===== src/rtl/cook_timer.sv =====
// BCD MM:SS microwave countdown timer: keypad entry by left shift, counts down
// once per TICKS_PER_SEC clocks while mag_on is high, flags expiry at 00:00.
module cook_timer #(
  parameter int TICKS_PER_SEC = 1000
) (
  input  logic       clk,
  input  logic       rst,
  input  logic       clearn,
  input  logic       digit_valid,
  input  logic [3:0] digit_in,
  input  logic       mag_on,
  output logic       timer_done,
  output logic       done_pulse,
  output logic [3:0] min_tens,
  output logic [3:0] min_ones,
  output logic [3:0] sec_tens,
  output logic [3:0] sec_ones,
  output logic [1:0] state
);

  localparam int PW = $clog2(TICKS_PER_SEC);
  localparam logic [PW-1:0] LAST = PW'(TICKS_PER_SEC - 1);

  typedef enum logic [1:0] {
    IDLE    = 2'b00,
    RUNNING = 2'b01,
    PAUSED  = 2'b10,
    DONE    = 2'b11
  } state_t;

  state_t        cur;
  logic [PW-1:0] prescaler;
  logic          time_zero;
  logic          at_one;
  logic          accept;
  logic          can_count;
  logic          wrap;
  logic [3:0]    d_mt;
  logic [3:0]    d_mo;
  logic [3:0]    d_st;
  logic [3:0]    d_so;

  assign state = cur;

  // Entry/count qualifiers and the one-second BCD borrow chain
  always_comb begin
    time_zero = ({min_tens, min_ones, sec_tens, sec_ones} == 16'h0000);
    at_one    = ({min_tens, min_ones, sec_tens, sec_ones} == 16'h0001);
    accept    = digit_valid && !mag_on && (digit_in <= 4'd9) &&
                ((cur == IDLE) || (cur == DONE));
    // The edge that enters RUNNING already counts as a prescaler tick
    can_count = mag_on && !time_zero && (cur != DONE);
    wrap      = (prescaler == LAST);
    d_mt      = min_tens;
    d_mo      = min_ones;
    d_st      = sec_tens;
    d_so      = sec_ones - 4'd1;
    if (sec_ones == 4'd0) begin
      d_so = 4'd9;
      if (sec_tens == 4'd0) begin
        d_st = 4'd5;
        if (min_ones == 4'd0) begin
          d_mo = 4'd9;
          d_mt = min_tens - 4'd1;
        end else begin
          d_mo = min_ones - 4'd1;
        end
      end else begin
        d_st = sec_tens - 4'd1;
      end
    end else begin
      d_st = sec_tens;
    end
  end

  // Timer state machine, display digits and registered status outputs
  always_ff @(posedge clk or posedge rst) begin
    if (rst) begin
      cur        <= IDLE;
      prescaler  <= '0;
      min_tens   <= 4'd0;
      min_ones   <= 4'd0;
      sec_tens   <= 4'd0;
      sec_ones   <= 4'd0;
      timer_done <= 1'b1;
      done_pulse <= 1'b0;
    end else if (!clearn) begin
      cur        <= IDLE;
      prescaler  <= '0;
      min_tens   <= 4'd0;
      min_ones   <= 4'd0;
      sec_tens   <= 4'd0;
      sec_ones   <= 4'd0;
      timer_done <= 1'b1;
      done_pulse <= 1'b0;
    end else begin
      done_pulse <= 1'b0;
      if (accept) begin
        min_tens   <= min_ones;
        min_ones   <= sec_tens;
        sec_tens   <= sec_ones;
        sec_ones   <= digit_in;
        timer_done <= ({min_ones, sec_tens, sec_ones, digit_in} == 16'h0000);
        cur        <= IDLE;
      end else if (can_count) begin
        cur <= RUNNING;
        if (wrap) begin
          prescaler  <= '0;
          min_tens   <= d_mt;
          min_ones   <= d_mo;
          sec_tens   <= d_st;
          sec_ones   <= d_so;
          timer_done <= at_one;
          if (at_one) begin
            cur        <= DONE;
            done_pulse <= 1'b1;
          end
        end else begin
          prescaler <= prescaler + PW'(1);
        end
      end else if (cur == RUNNING) begin
        // Prescaler deliberately holds so resume continues mid-second
        cur <= PAUSED;
      end
    end
  end

endmodule


===== config.mk =====
export PLATFORM = sky130hd
export DESIGN_NAME = cook_timer
export DESIGN_NICKNAME = d
export VERILOG_FILES = /design/src/rtl/cook_timer.sv
export SDC_FILE = /design/constraint.sdc
export NUM_CORES = 1
export LEC_CHECK = 0
export CAP_MARGIN = 0
export CORE_MARGIN = 5
export CORE_UTILIZATION = 54
export DETAILED_ROUTE_END_ITERATION = 8
export HOLD_SLACK_MARGIN = 0.15
export PLACE_DENSITY = 0.8
export SLEW_MARGIN = 20
export SYNTH_ARGS = -nofsm -noshare
export SYNTH_HDL_FRONTEND = slang
export SYNTH_SLANG_ARGS = --single-unit

===== constraint.sdc =====
create_clock -name clk -period 2.8 [get_ports clk]
set_clock_uncertainty 0.1 [all_clocks]
set_input_delay 0.28 -clock clk [delete_from_list [all_inputs] [get_ports clk]]
set_output_delay 0.28 -clock clk [all_outputs]
set_load 0.01 [all_outputs]

======== Word level (Yosys, flattened, before mapping) ========
Index checks and enable logic that the tools add are counted.
word-level totals
  register bits after elaboration ......... 30
  input bits .............................. 9
  output and inout port bits .............. 20
  logic and storage cells ................. 90
operators by class
  $add $sub $neg .......................... 5
  magnitude comparators ................... 1
  equality and inequality tests ........... 13
  muxes and demuxes ....................... 44
  reduce and logical (&&, ||, !) cells .... 19
operators with widths
  operator               count
  $mux 4                 25
  $mux 10                4
  $logic_not 16->1       2
  $eq 16x1->1 const B    1
  $sub 4x1->4 const B    4
  $ne 3x1->1 const B     5
  $logic_not 4->1        3
  $mux 2                 6
  $add 10x1->10 const B  1
  $eq 10x10->1 const B   1
  $mux 1                 9
  $logic_and 1x1->1      5
  $reduce_and 5->1       1
  $le 4x4->1 const B     1
  $ne 2x2->1 const B     2
  $ne 4x1->1 const B     1
  $reduce_and 2->1       2
  $reduce_and 4->1       1
  $reduce_and 3->1       1
  $eq 2x1->1 const B     1
  $eq 2x2->1 const B     1
  $logic_not 1->1        2
  $logic_not 2->1        1
  $ne 2x1->1 const B     1
  $logic_or 1x1->1       1

======== Longest topological paths before layout ========
  depth in word-level cells ............... 8
  depth in mapped cells ................... 8

======== Least setup slack after synthesis ========
Ideal clock, no wire load.
  path kind ............................... register to register
  start point ............................. reg min_tens[0]
  end point ............................... reg prescaler[0]
  arrival time ............................ 1,926 ps
  required time ........................... 2,575 ps
  slack ................................... 649 ps
  stages on the path, launching flop included .. 8
  period minus slack after synthesis ...... 2,151 ps
  cells stage by stage .................... dfrtp_1 > inv_1 > ha_1 > nor3b_1 > nand4_2 > nor4b_4 > buf_6 > mux2_2
between the ends
  longest elaborated chain between the ends .. 6
RTL lines
  item                               line  source
  start: declaration                 14    output logic [3:0] min_tens,
  start signal: assignment           99    min_tens <= min_ones;
  start signal: assignment           109   min_tens <= d_mt;
  $logic_not 16->1                   47    time_zero = ({min_tens, min_ones, sec_tens, sec_ones} == 16'h0000);
  $logic_not 1->1                    52    can_count = mag_on && !time_zero && (cur != DONE);
  $logic_and 1x1->1 (2 in a row)     52
  $ne 2x1->1 (no source line)        --
  $reduce_and 2->1 (no source line)  --
  end signal: assignment             119   prescaler <= prescaler + PW'(1);
  end: declaration                   32    logic [PW-1:0] prescaler;
No other way between the ends.
A chain may end at the register's enable or synchronous reset.

======== Worst setup path in the final report ========
  start point ............................. reg min_tens[0]
  end point ............................... reg prescaler[2]
The elaborated chain is that of the path after synthesis.

==> flow_metrics.tcl <==
set metrics [dict create \
    synth_edf_count 0 \
    syn-num-nets 218 \
    seq_area_frac_synth_pct 38.62 \
    critPathKind "register to register" \
    synth_area_um2 1947 \
    hpwl_um 3292 \
    fmax_mhz 430.6 \
    synthCells 206 \
    min_period_ns 2.323 \
    grt_max_degree 31 \
    n_antenna_cell 0 \
    drv_slew 0 \
    end_kind "register" \
    vdd_drop_max_mv 0.3227 \
    finalHoldViolations 0 \
    tns_ns 0 \
    cts_sinks 30 \
    finalPower_uw 1205 \
    die_h_um 70.05 \
    post_drt_wl_per_cell_um 16.21 \
    die_w_um 70.05 \
    via_count 1739 \
    yosysWarnings 0 \
    rsz0062_at_grt "no" \
    post_cts_buffers 0 \
    setup_viol 0 \
    grt_pass1_vias 1666 \
    coreArea_um2 3416 \
    start_kind "register" \
    cts_tree "yes" \
    ios 29 \
    via_per_inst 6.080 \
    relSlewSlack_pct 55.71 \
    htreeDepth 2 \
    overflow 0 \
    fp-row-count 21 \
    cp_max_fo 8 \
    post-route-util_pct 68.21 \
    drt-total-wl_um 4636 \
    numPortBuffers 28 \
    initialDrtViolationCount 146 \
    synthFlopType "dfrtp_1" \
    finalCritPeriodShare_pct 82.95 \
    clockRootBuffer "clkbuf_4" \
    cts_buffers 5 \
    syn_to_final_growth_pct 19.67 \
    critPathRequiredTime_ns 2.95 \
    worstMarginPinSlew_ns 0.6628 \
    synth_top_area_share_pct 37.28 \
    clk_path_buf_depth 2 \
    crit_arrival_ns 2.48 \
    status "finished clean" \
    syn_area_per_cell_um2 9.451 \
    grt_pass1_wl_um 8148 \
    antenna_left 0 \
    gr-usage-all-layers_pct 20.21 \
    hold_class "primary input to asynchronous set/reset pin" \
    yosys.area.top_type "dfrtp_1" \
    ys_seq_elements 30 \
    clock_latency_ns 0.33 \
    dieArea_um2 4906 \
    dr.pass1.iters 5 \
    nets 251 \
    start_util_pct 57.00 \
    async_flop_share_pct 100.0 \
    drive_above_1_share_pct 13.33 \
    cts_hold_buf 0 \
    post_cts_resized 0 \
    antenna_found_initial 0 \
    leakagePower_uw 0.0009550 \
    synthTopCellsByArea "dfrtp_1, nand2_1, nor2_1, a21oi_1, nor4_4" \
    gp_congestion 0.8859 \
    drc 0 \
    power.density_nw_per_um2 517.1 \
    cap_violations 0 \
    synth_cell_types 56 \
    clkTransAtPathRegs_ns 0.10 \
]
logic make-up (layout without fill, tap and decap cells):
| kind of cell | count (synthesis) | count (layout) | share of synthesized area, % |
|---|---|---|---|
| flip-flops | 30 | 30 | 38.63 |
| adder cells (fa/ha/maj) | 3 | 3 | 1.928 |
| AND/OR/NAND/NOR | 88 | 88 | 28.34 |
| XOR/XNOR | 10 | 10 | 4.499 |
| AO/OA/AOI/OAI | 58 | 58 | 20.31 |
| multiplexers | 3 | 3 | 1.864 |
| buffers and inverters | 14 | 48 | 4.434 |
worst max-delay path: stages (launching register included):
cell	delay [ns]
dfrtp_1	0.38
inv_1	0.08
ha_1	0.21
nor3b_1	0.14
buf_4	0.15
nand4_2	0.10
buf_4	0.19
nand2_1	0.17
or4b_1	0.52
a21oi_1	0.20
final timing paths:
kind	start	endpoint	slack (ns)	cells past startpoint
worst max-delay path	min_tens[0]	prescaler[2]	0.48	9
worst min-delay path	rst	prescaler[7]	0.22	3
worst max register to register	min_tens[0]	prescaler[2]	0.48	9
worst min register to register	prescaler[9]	prescaler[9]	0.42	1
max in group asynchronous	rst	timer_done	2.05	3
min in group clk	prescaler[9]	prescaler[9]	0.42	1
per-stage QoR:
stage	hold slack, ns	worst slack, ns	instances	area [um^2]
floorplan	0.2701	0.6493	206	1947
global placement	0.3731	0.4855	278	2270
detailed placement	0.3770	0.4442	278	2270
CTS	0.2259	0.4884	286	2330
global route	0.2528	0.3340	286	2330
finish	0.2222	0.4774	286	2330
layout by cell type (no fill, tap or decap), drive strengths merged, types with 4 or more instances in the layout:
cell,netlist,routed
a211oi,9,9
a21oi,14,14
a22o,5,5
a31oi,5,5
and3,4,4
buf,5,7
clkbuf,4,7
clkdlybuf4s50,0,28
dfrtp,29,29
inv,4,4
nand2,22,22
nand3,9,9
nand4,7,7
nor2,18,18
nor3,5,5
nor4,4,4
o21ai,11,11
xnor2,5,5
xor2,5,5
layout make-up:
class	instances	area, um^2
timing repair buffer	35	332.8
sequential	30	752.0
clock inverter	1	5.005
inverter	5	18.77
fill	280	1086
tap	46	57.56
multi-input combinational	162	1109
clock buffer	7	55.05
sequential cells by signal, summed over array words and instances, names as in the netlist:
signal      count
prescaler      10
min_ones        4
min_tens        4
state           2
done_pulse      1
sec_tens        4
timer_done      1
sec_ones        4
routing by layer:
metal | vias to the layer above | global-route usage (%) | share of wire (%)
met5 | - | 0 | 0
met4 | 0 | 7.021 | 1.1
met3 | 5 | 3.587 | 6.3
met2 | 69 | 30.22 | 46
met1 | 822 | 29.34 | 46
li1 | 843 | - | -
Yosys cell counts (5+ instances only):
cell,n
dfrtp_1,29
xor2_1,5
a31oi_1,5
a21oi_1,13
a211oi_1,8
nand3_1,8
nand4_1,5
a22o_1,5
nor3_1,5
xnor2_1,5
nand2_1,22
o21ai_0,10
nor2_1,18
where the power goes:
part           switching [uW]  internal, uW  leakage [uW]
Sequential               61.3           467      0.000408
Clock                     155           122     0.0000353
Combinational             216           184      0.000512
Total                     432           773      0.000955
(Power assumes the default switching activity.)
